==> config.mk <==
export PLATFORM = sky130hd
export DESIGN_NAME = mul_acc_ctrl
export DESIGN_NICKNAME = d
export VERILOG_FILES = /design/src/rtl/mul_acc_ctrl.sv
export SDC_FILE = /design/constraint.sdc
export NUM_CORES = 1
export LEC_CHECK = 0
export ABC_AREA = 1
export BUFFER_PORTS_ARGS = -buffer_cell sky130_fd_sc_hd__buf_4
export CAP_MARGIN = 10
export CORE_MARGIN = 5
export CORE_UTILIZATION = 45
export DETAILED_ROUTE_END_ITERATION = 7
export PLACE_DENSITY = 0.64
export SYNTH_ARGS = -nofsm -noshare
export SYNTH_HDL_FRONTEND = slang
export SYNTH_SLANG_ARGS = --single-unit
==> constraint.sdc <==
create_clock -name clk -period 2.7 [get_ports clk]
set_input_delay 0.54 -clock clk [delete_from_list [all_inputs] [get_ports clk]]
set_output_delay 0.54 -clock clk [all_outputs]
set_load 0.005 [all_outputs]
==> src/rtl/mul_acc_ctrl.sv <==
// Dot-product accumulator behind a fixed-latency, non-stalling multiplier: issues are tagged through a
// valid/last delay line, matching products are summed, and one result is held on a valid/ready output.
module mul_acc_ctrl #(
   parameter int LATENCY = 5,
   parameter int PW      = 128,
   parameter int ACC_W   = 136,
   parameter int CNT_W   = 16
) (
   input  logic             clk,
   input  logic             reset,
   input  logic             issue_valid,
   input  logic             issue_last,
   output logic             issue_ready,
   input  logic [PW-1:0]    prod,
   output logic             out_valid,
   input  logic             out_ready,
   output logic [ACC_W-1:0] out_sum,
   output logic [CNT_W-1:0] out_count,
   output logic             out_ovf
);

   logic [LATENCY-1:0] vld_d;
   logic [LATENCY-1:0] lst_d;
   logic [ACC_W-1:0]   acc;
   logic [CNT_W-1:0]   cnt;
   logic               ovf;

   logic               issue_fire;
   logic               arrive;
   logic               arrive_last;
   logic               last_in_flight;
   logic [PW-1:0]      prod_m;
   logic [ACC_W:0]     sum_ext;
   logic [CNT_W-1:0]   cnt_inc;

   // A last in flight will need the result register, so new issues wait until it has landed.
   assign last_in_flight = |(vld_d & lst_d);
   assign issue_ready    = !((out_valid & !out_ready) | last_in_flight);
   assign issue_fire     = issue_valid & issue_ready;

   assign arrive      = vld_d[LATENCY-1];
   assign arrive_last = arrive & lst_d[LATENCY-1];
   assign prod_m      = arrive ? prod : '0;
   assign sum_ext     = {1'b0, acc} + {{(ACC_W + 1 - PW){1'b0}}, prod_m};
   assign cnt_inc     = cnt + CNT_W'(1);

   always_ff @(posedge clk) begin
      if (reset) begin
         vld_d <= '0;
         lst_d <= '0;
      end else begin
         vld_d <= {vld_d[LATENCY-2:0], issue_fire};
         lst_d <= {lst_d[LATENCY-2:0], issue_fire & issue_last};
      end
   end

   always_ff @(posedge clk) begin
      if (reset) begin
         acc       <= '0;
         cnt       <= '0;
         ovf       <= 1'b0;
         out_valid <= 1'b0;
         out_sum   <= '0;
         out_count <= '0;
         out_ovf   <= 1'b0;
      end else if (arrive_last) begin
         // Loading a new result also covers the case where the old one is consumed on this edge.
         out_sum   <= sum_ext[ACC_W-1:0];
         out_count <= cnt_inc;
         out_ovf   <= ovf | sum_ext[ACC_W];
         out_valid <= 1'b1;
         acc       <= '0;
         cnt       <= '0;
         ovf       <= 1'b0;
      end else begin
         if (arrive) begin
            acc <= sum_ext[ACC_W-1:0];
            cnt <= cnt_inc;
            ovf <= ovf | sum_ext[ACC_W];
         end
         if (out_valid && out_ready) begin
            out_valid <= 1'b0;
         end
      end
   end

endmodule

**Word level (Yosys, flattened, before mapping)**

Index checks and enable logic that the tools add are counted.

- Add/sub/neg operators: 2
- Multiplexer cells: 3
- Bitwise gates (word level): 7
- Reduce and logical (&&, ||, !) cells: 6

Operators with widths:

| kind | count |
|---|---|
| adder 136 x 128 -> 137 bit | 1 |
| two-way mux 128 bit | 1 |
| adder 16 x 1 -> 16 bit, second input constant | 1 |
| bitwise AND 5 bit | 1 |
| OR reduction 5 bit | 1 |
| bitwise AND 1 bit | 4 |
| zero test 1 bit | 2 |
| two-way mux 1 bit | 2 |
| OR 1 bit | 2 |
| nonzero test 2 bit | 1 |
| OR reduction 2 bit | 1 |
| logical AND 1 bit | 1 |

- Register bits after elaboration: 317
- Bits of input ports: 133
- Output and inout bits: 155
- Logic and storage cells: 27

**Logic depth before layout (Yosys ltp)**

- Word-level depth: 6
- Depth in mapped cells: 24
- Gate-level depth less buffers: 21

**Worst setup path before layout**

Ideal clock, no wire load.

- Path type: register to register
- From: register vld_d[4]
- To: register acc[128]
- Data arrival time: 2.711 ns
- Required time: 2.591 ns
- Path slack: -0.120 ns
- Cell stages (with the launch flop): 23
- Buffers on the path: 3
- Path through: dfxtp_1 -> buf_2 -> clkbuf_1 -> clkbuf_1 -> nand2_1 -> inv_1 -> ha_1 -> fa_1 -> nand3_2 -> nand3_2 -> nand2_1 -> nand2_2 -> nand2_1 -> nand2_2 -> nand3_1 -> nand2_1 -> nand2_1 -> nand2_1 -> nand2_1 -> nand3_1 -> nand3_1 -> nand2_1 -> inv_1

- Word-level cells in the longest chain between the ends: 2

Ends and longest elaborated chain:

| element | RTL line | source |
|---|---|---|
| start, declared | 22 | `logic [LATENCY-1:0] vld_d;` |
| start signal, assigned | 52 | `vld_d <= {vld_d[LATENCY-2:0], issue_fire};` |
| two-way mux 128 bit / bitwise AND 1 bit (equally long branches) | 43, 42 |  |
| adder 136 x 128 -> 137 bit / OR reduction 2 bit (equally long branches) | n/a |  |
| end signal, assigned | 77 | `acc <= sum_ext[ACC_W-1:0];` |
| end, declared | 24 | `logic [ACC_W-1:0] acc;` |

Parallel ways exist; a longest one is shown, timed or not.
A chain may end at the register's enable or synchronous reset.

**Final worst setup path**

- From: register vld_d[4]
- To: register acc[117]

Same word-level chain as after synthesis.

==> results.json <==
{
  "netlist_instances": 4865,
  "start_util_pct": 45.62,
  "clockRootBuffer": "clkbuf_16",
  "end_kind": "flop",
  "cts_sinks": 317,
  "core_um2": 57920,
  "worstPathRequired_ns": 3.19,
  "die_y_um": 252.3,
  "clkPwrFrac_pct": 51.8,
  "ir_worst_vdd_mv": 0.4977,
  "antenna_found_initial": 2,
  "io_pins": 288,
  "critPathLaunchType": "flop",
  "worst_pin_slew_ns": 0.5369,
  "cts_buffers": 38,
  "cts_tree": "yes",
  "die_w_um": 252.3,
  "skew_ns": 0.03097,
  "dieArea_um2": 63660,
  "synth_commonest_cells": "1623 x nand2_1, 1075 x inv_1, 689 x nor2_1, 317 x dfxtp_1, 214 x a21oi_1",
  "synth_xor_area_share_pct": 2.586,
  "period_share_pct": 114.8,
  "fin_crit_ns": 3.100,
  "stdcell_area_um2": 37200,
  "avgSynthCellArea_um2": 5.431,
  "synth-adder-area-share_pct": 6.185,
  "place.gp.congestion": 1.071,
  "yosys_warnings": 0,
  "synth.cell_area_um2": 26420,
  "synth.top_cell.area_share_pct": 24.02,
  "grt_setup_unrepaired": "true",
  "syn_nets": 5128,
  "p_per_area_nw_per_um2": 296.4,
  "placed_area_um2": 34040,
  "final_max_slew_viol_count": 0,
  "synth_edf_count": 0,
  "grt_pass1_vias": 30230,
  "synthMuxAreaShare_pct": 0,
  "drt-pass1-iter-count": 6,
  "timing.final.hold_violations": 0,
  "synth-main-ff-cell": "dfxtp_1",
  "drc": 0,
  "fillerInstances": 5747,
  "p_comb_share_pct": 5.2,
  "synth_top_family_by_area": "simple AND/OR/NAND/NOR gates",
  "crit_chain": "buf_12 > nand2_1 > inv_1 > ha_1 > buf_4 > nand2_1 > nor2_1 > buf_4 > inv_1 > o21ai_0 > nand2_1 > nand2_1 > nand2_1 > nand2_1 > nand2_1 > and2_1 > nand3_1 > nand3_1 > nand2_1 > inv_1",
  "dpl.hpwl_um": 97430,
  "clkLatencyLatePin_ns": 0.60,
  "nets": 5981,
  "yosysSeqAreaShare_pct": 24.02,
  "min-delay-path-class": "in2reg",
  "drive_gt1_share_pct": 24.86,
  "cp_top_family": "simple AND/OR/NAND/NOR gates",
  "synth_compound_area_share_pct": 9.912,
  "status": "complete, but fails checks",
  "power_switching_mw": 2.691,
  "cts_buffer_depth": 3,
  "synth_top_cell_by_area": "dfxtp_1",
  "finalWorstSetupSlack_ns": -0.3998,
  "power.internal_mw": 8.336,
  "core.rowCount": 88,
  "grt_pass1_wl_um": 174200,
  "grt_usage_pct": 35.40,
  "area_growth_syn_to_layout_pct": 40.82,
  "timing.fmax_ghz": 0.3226,
  "wl_per_cell_um": 18.17,
  "crit_fanout": 27,
  "num_vias": 32020,
  "max-cap-violations": 0,
  "wirelength_um": 118300,
  "grt_max_degree": 75,
  "crit_buf_inv": 6,
  "slowest_stage": "dfxtp_4",
  "netSwitchingFraction_pct": 24.40,
  "ys_types": 40,
  "seq_power_share_pct": 42.9,
  "slew_headroom_pct": 64.21,
  "slowest_delay_ns": 0.42,
  "grt_remaining_overflow": 0,
  "path_clk_slew_ns": 0.06,
  "synth-simple-area-share_pct": 40.24,
  "via_per_inst": 4.917,
  "final_antenna_net_count": 0,
  "violations": "setup timing",
  "htreeDepth": 2,
  "crit_top_cell": "nand2_1",
  "tns_ns": -49.67,
  "portBuffers": 287,
  "drt_iter0_drc": 2750,
  "setup_viol": 222,
  "synth_area_leaders": "dfxtp_1 24%, nand2_1 23%, inv_1 15%",
  "synth.most_common_cell": "nand2_1",
  "ys_ff_latch": 317,
  "cp.arrival_ns": 3.59,
  "path_class": "reg2reg",
  "synthArstFlopShare_pct": 0,
  "p_leak_nw": 21.43
}
routing by layer:
layer / wire, um / track usage [%] / vias to the layer above
li1: - / - / 16210
met1: 50710 / 46.70 / 14520
met2: 54450 / 59.51 / 1085
met3: 8612 / 5.495 / 208
met4: 4558 / 11.54 / 2
met5: 14 / 0 / -
metrics by stage:
| step | power (mW) | hold slack [ns] | setup WS [ns] | utilization, % | instances |
|---|---|---|---|---|---|
| 2_1_floorplan | 5.066 | 0.4101 | -0.002505 | - | 4865 |
| 3_3_place_gp | 5.381 | 0.4166 | -0.5838 | 58.77 | 6436 |
| 3_5_place_dp | 5.387 | 0.4268 | -0.5643 | 58.77 | 6436 |
| 4_1_cts | 11.08 | 0.1689 | -0.3178 | 62.98 | 6508 |
| 5_1_grt | 11.33 | 0.2015 | -0.5225 | 64.23 | 6510 |
| 6_report | 11.03 | 0.1886 | -0.3998 | 64.24 | 6512 |
flip-flops by register name, summed over array words and instances (netlist names):
name,cells
acc,136
cnt,16
lst_d,5
out_count,16
out_ovf,1
out_sum,136
out_valid,1
ovf,1
vld_d,5
power by group through the flow:
| stage | Sequential (mW) | Combinational, mW | Clock (mW) |
|---|---|---|---|
| global placement | 4.83 | 0.546 | 0 |
| global route | 4.74 | 0.626 | 5.97 |
| finish | 4.74 | 0.578 | 5.71 |
| CTS | 4.73 | 0.565 | 5.78 |
| detailed placement | 4.84 | 0.552 | 0 |
| floorplan | 4.83 | 0.239 | 0 |
final timing paths:
path	end	slack, ns	from	cells after the start
hold / removal	vld_d[0]$_SDFF_PP0_	0.19	issue_valid	3
setup / recovery	acc[117]$_SDFFE_PP0P_	-0.40	vld_d[4]$_SDFF_PP0_	20
hold reg to reg	vld_d[3]$_SDFF_PP0_	0.43	vld_d[2]$_SDFF_PP0_	2
setup reg to reg	acc[117]$_SDFFE_PP0P_	-0.40	vld_d[4]$_SDFF_PP0_	20
repair_timing:
item | CTS | global route
cloned | 1 | 1
resized for setup | 268 | 183
buffers inserted | 4 | 1
hold buffers | 0 | 0
pin swaps | 12 | 8
setup endpoints to repair | 225 | 248
worst min-delay path: cells and delay by family:
family	cells	cell delay, ns
and+or+nand+nor	2	0.14
buffers and inverters	1	0.08
logic make-up (layout without fill, tap and decap cells):
family                     Yosys count  count (layout)
AOI/OAI and AO/OA                  492             492
xor gates and xnor gates            78              78
adders and majority gates          130             130
buffers and inverters             1197            2077
DFF                                317             317
other                                0               2
and+or+nand+nor                   2651            2651
cells in the final DEF, fill, tap and decap left out, types with 12 or more instances in the layout:
cell,instances
nand3_1,197
nand2_2,112
a21oi_1,131
nor2_2,92
nor3_1,18
ha_4,24
nand2_4,20
nor2_1,603
o21ai_1,39
clkbuf_16,39
a21oi_2,76
xnor2_1,13
nor3_2,14
o211ai_1,19
nand2_1,1515
a22o_1,12
xor2_1,59
ha_1,99
o21bai_1,16
inv_2,23
buf_12,16
o21ai_0,178
buf_4,896
nor2_4,28
inv_1,1065
dfxtp_1,316
cell type report:
class / instances / area, um2 / share of cell area, %
inverters: 1092 / 4103 / 11.03
flip-flops and latches: 317 / 6350 / 17.07
diodes: 2 / 5.005 / 0.01345
multi-input cells: 3351 / 17250 / 46.38
well taps: 765 / 957.2 / 2.573
clock inverters: 22 / 384.1 / 1.032
repair buffers: 918 / 7164 / 19.26
clock buffers: 45 / 987.2 / 2.653
Power figures use the tool's default switching activity.
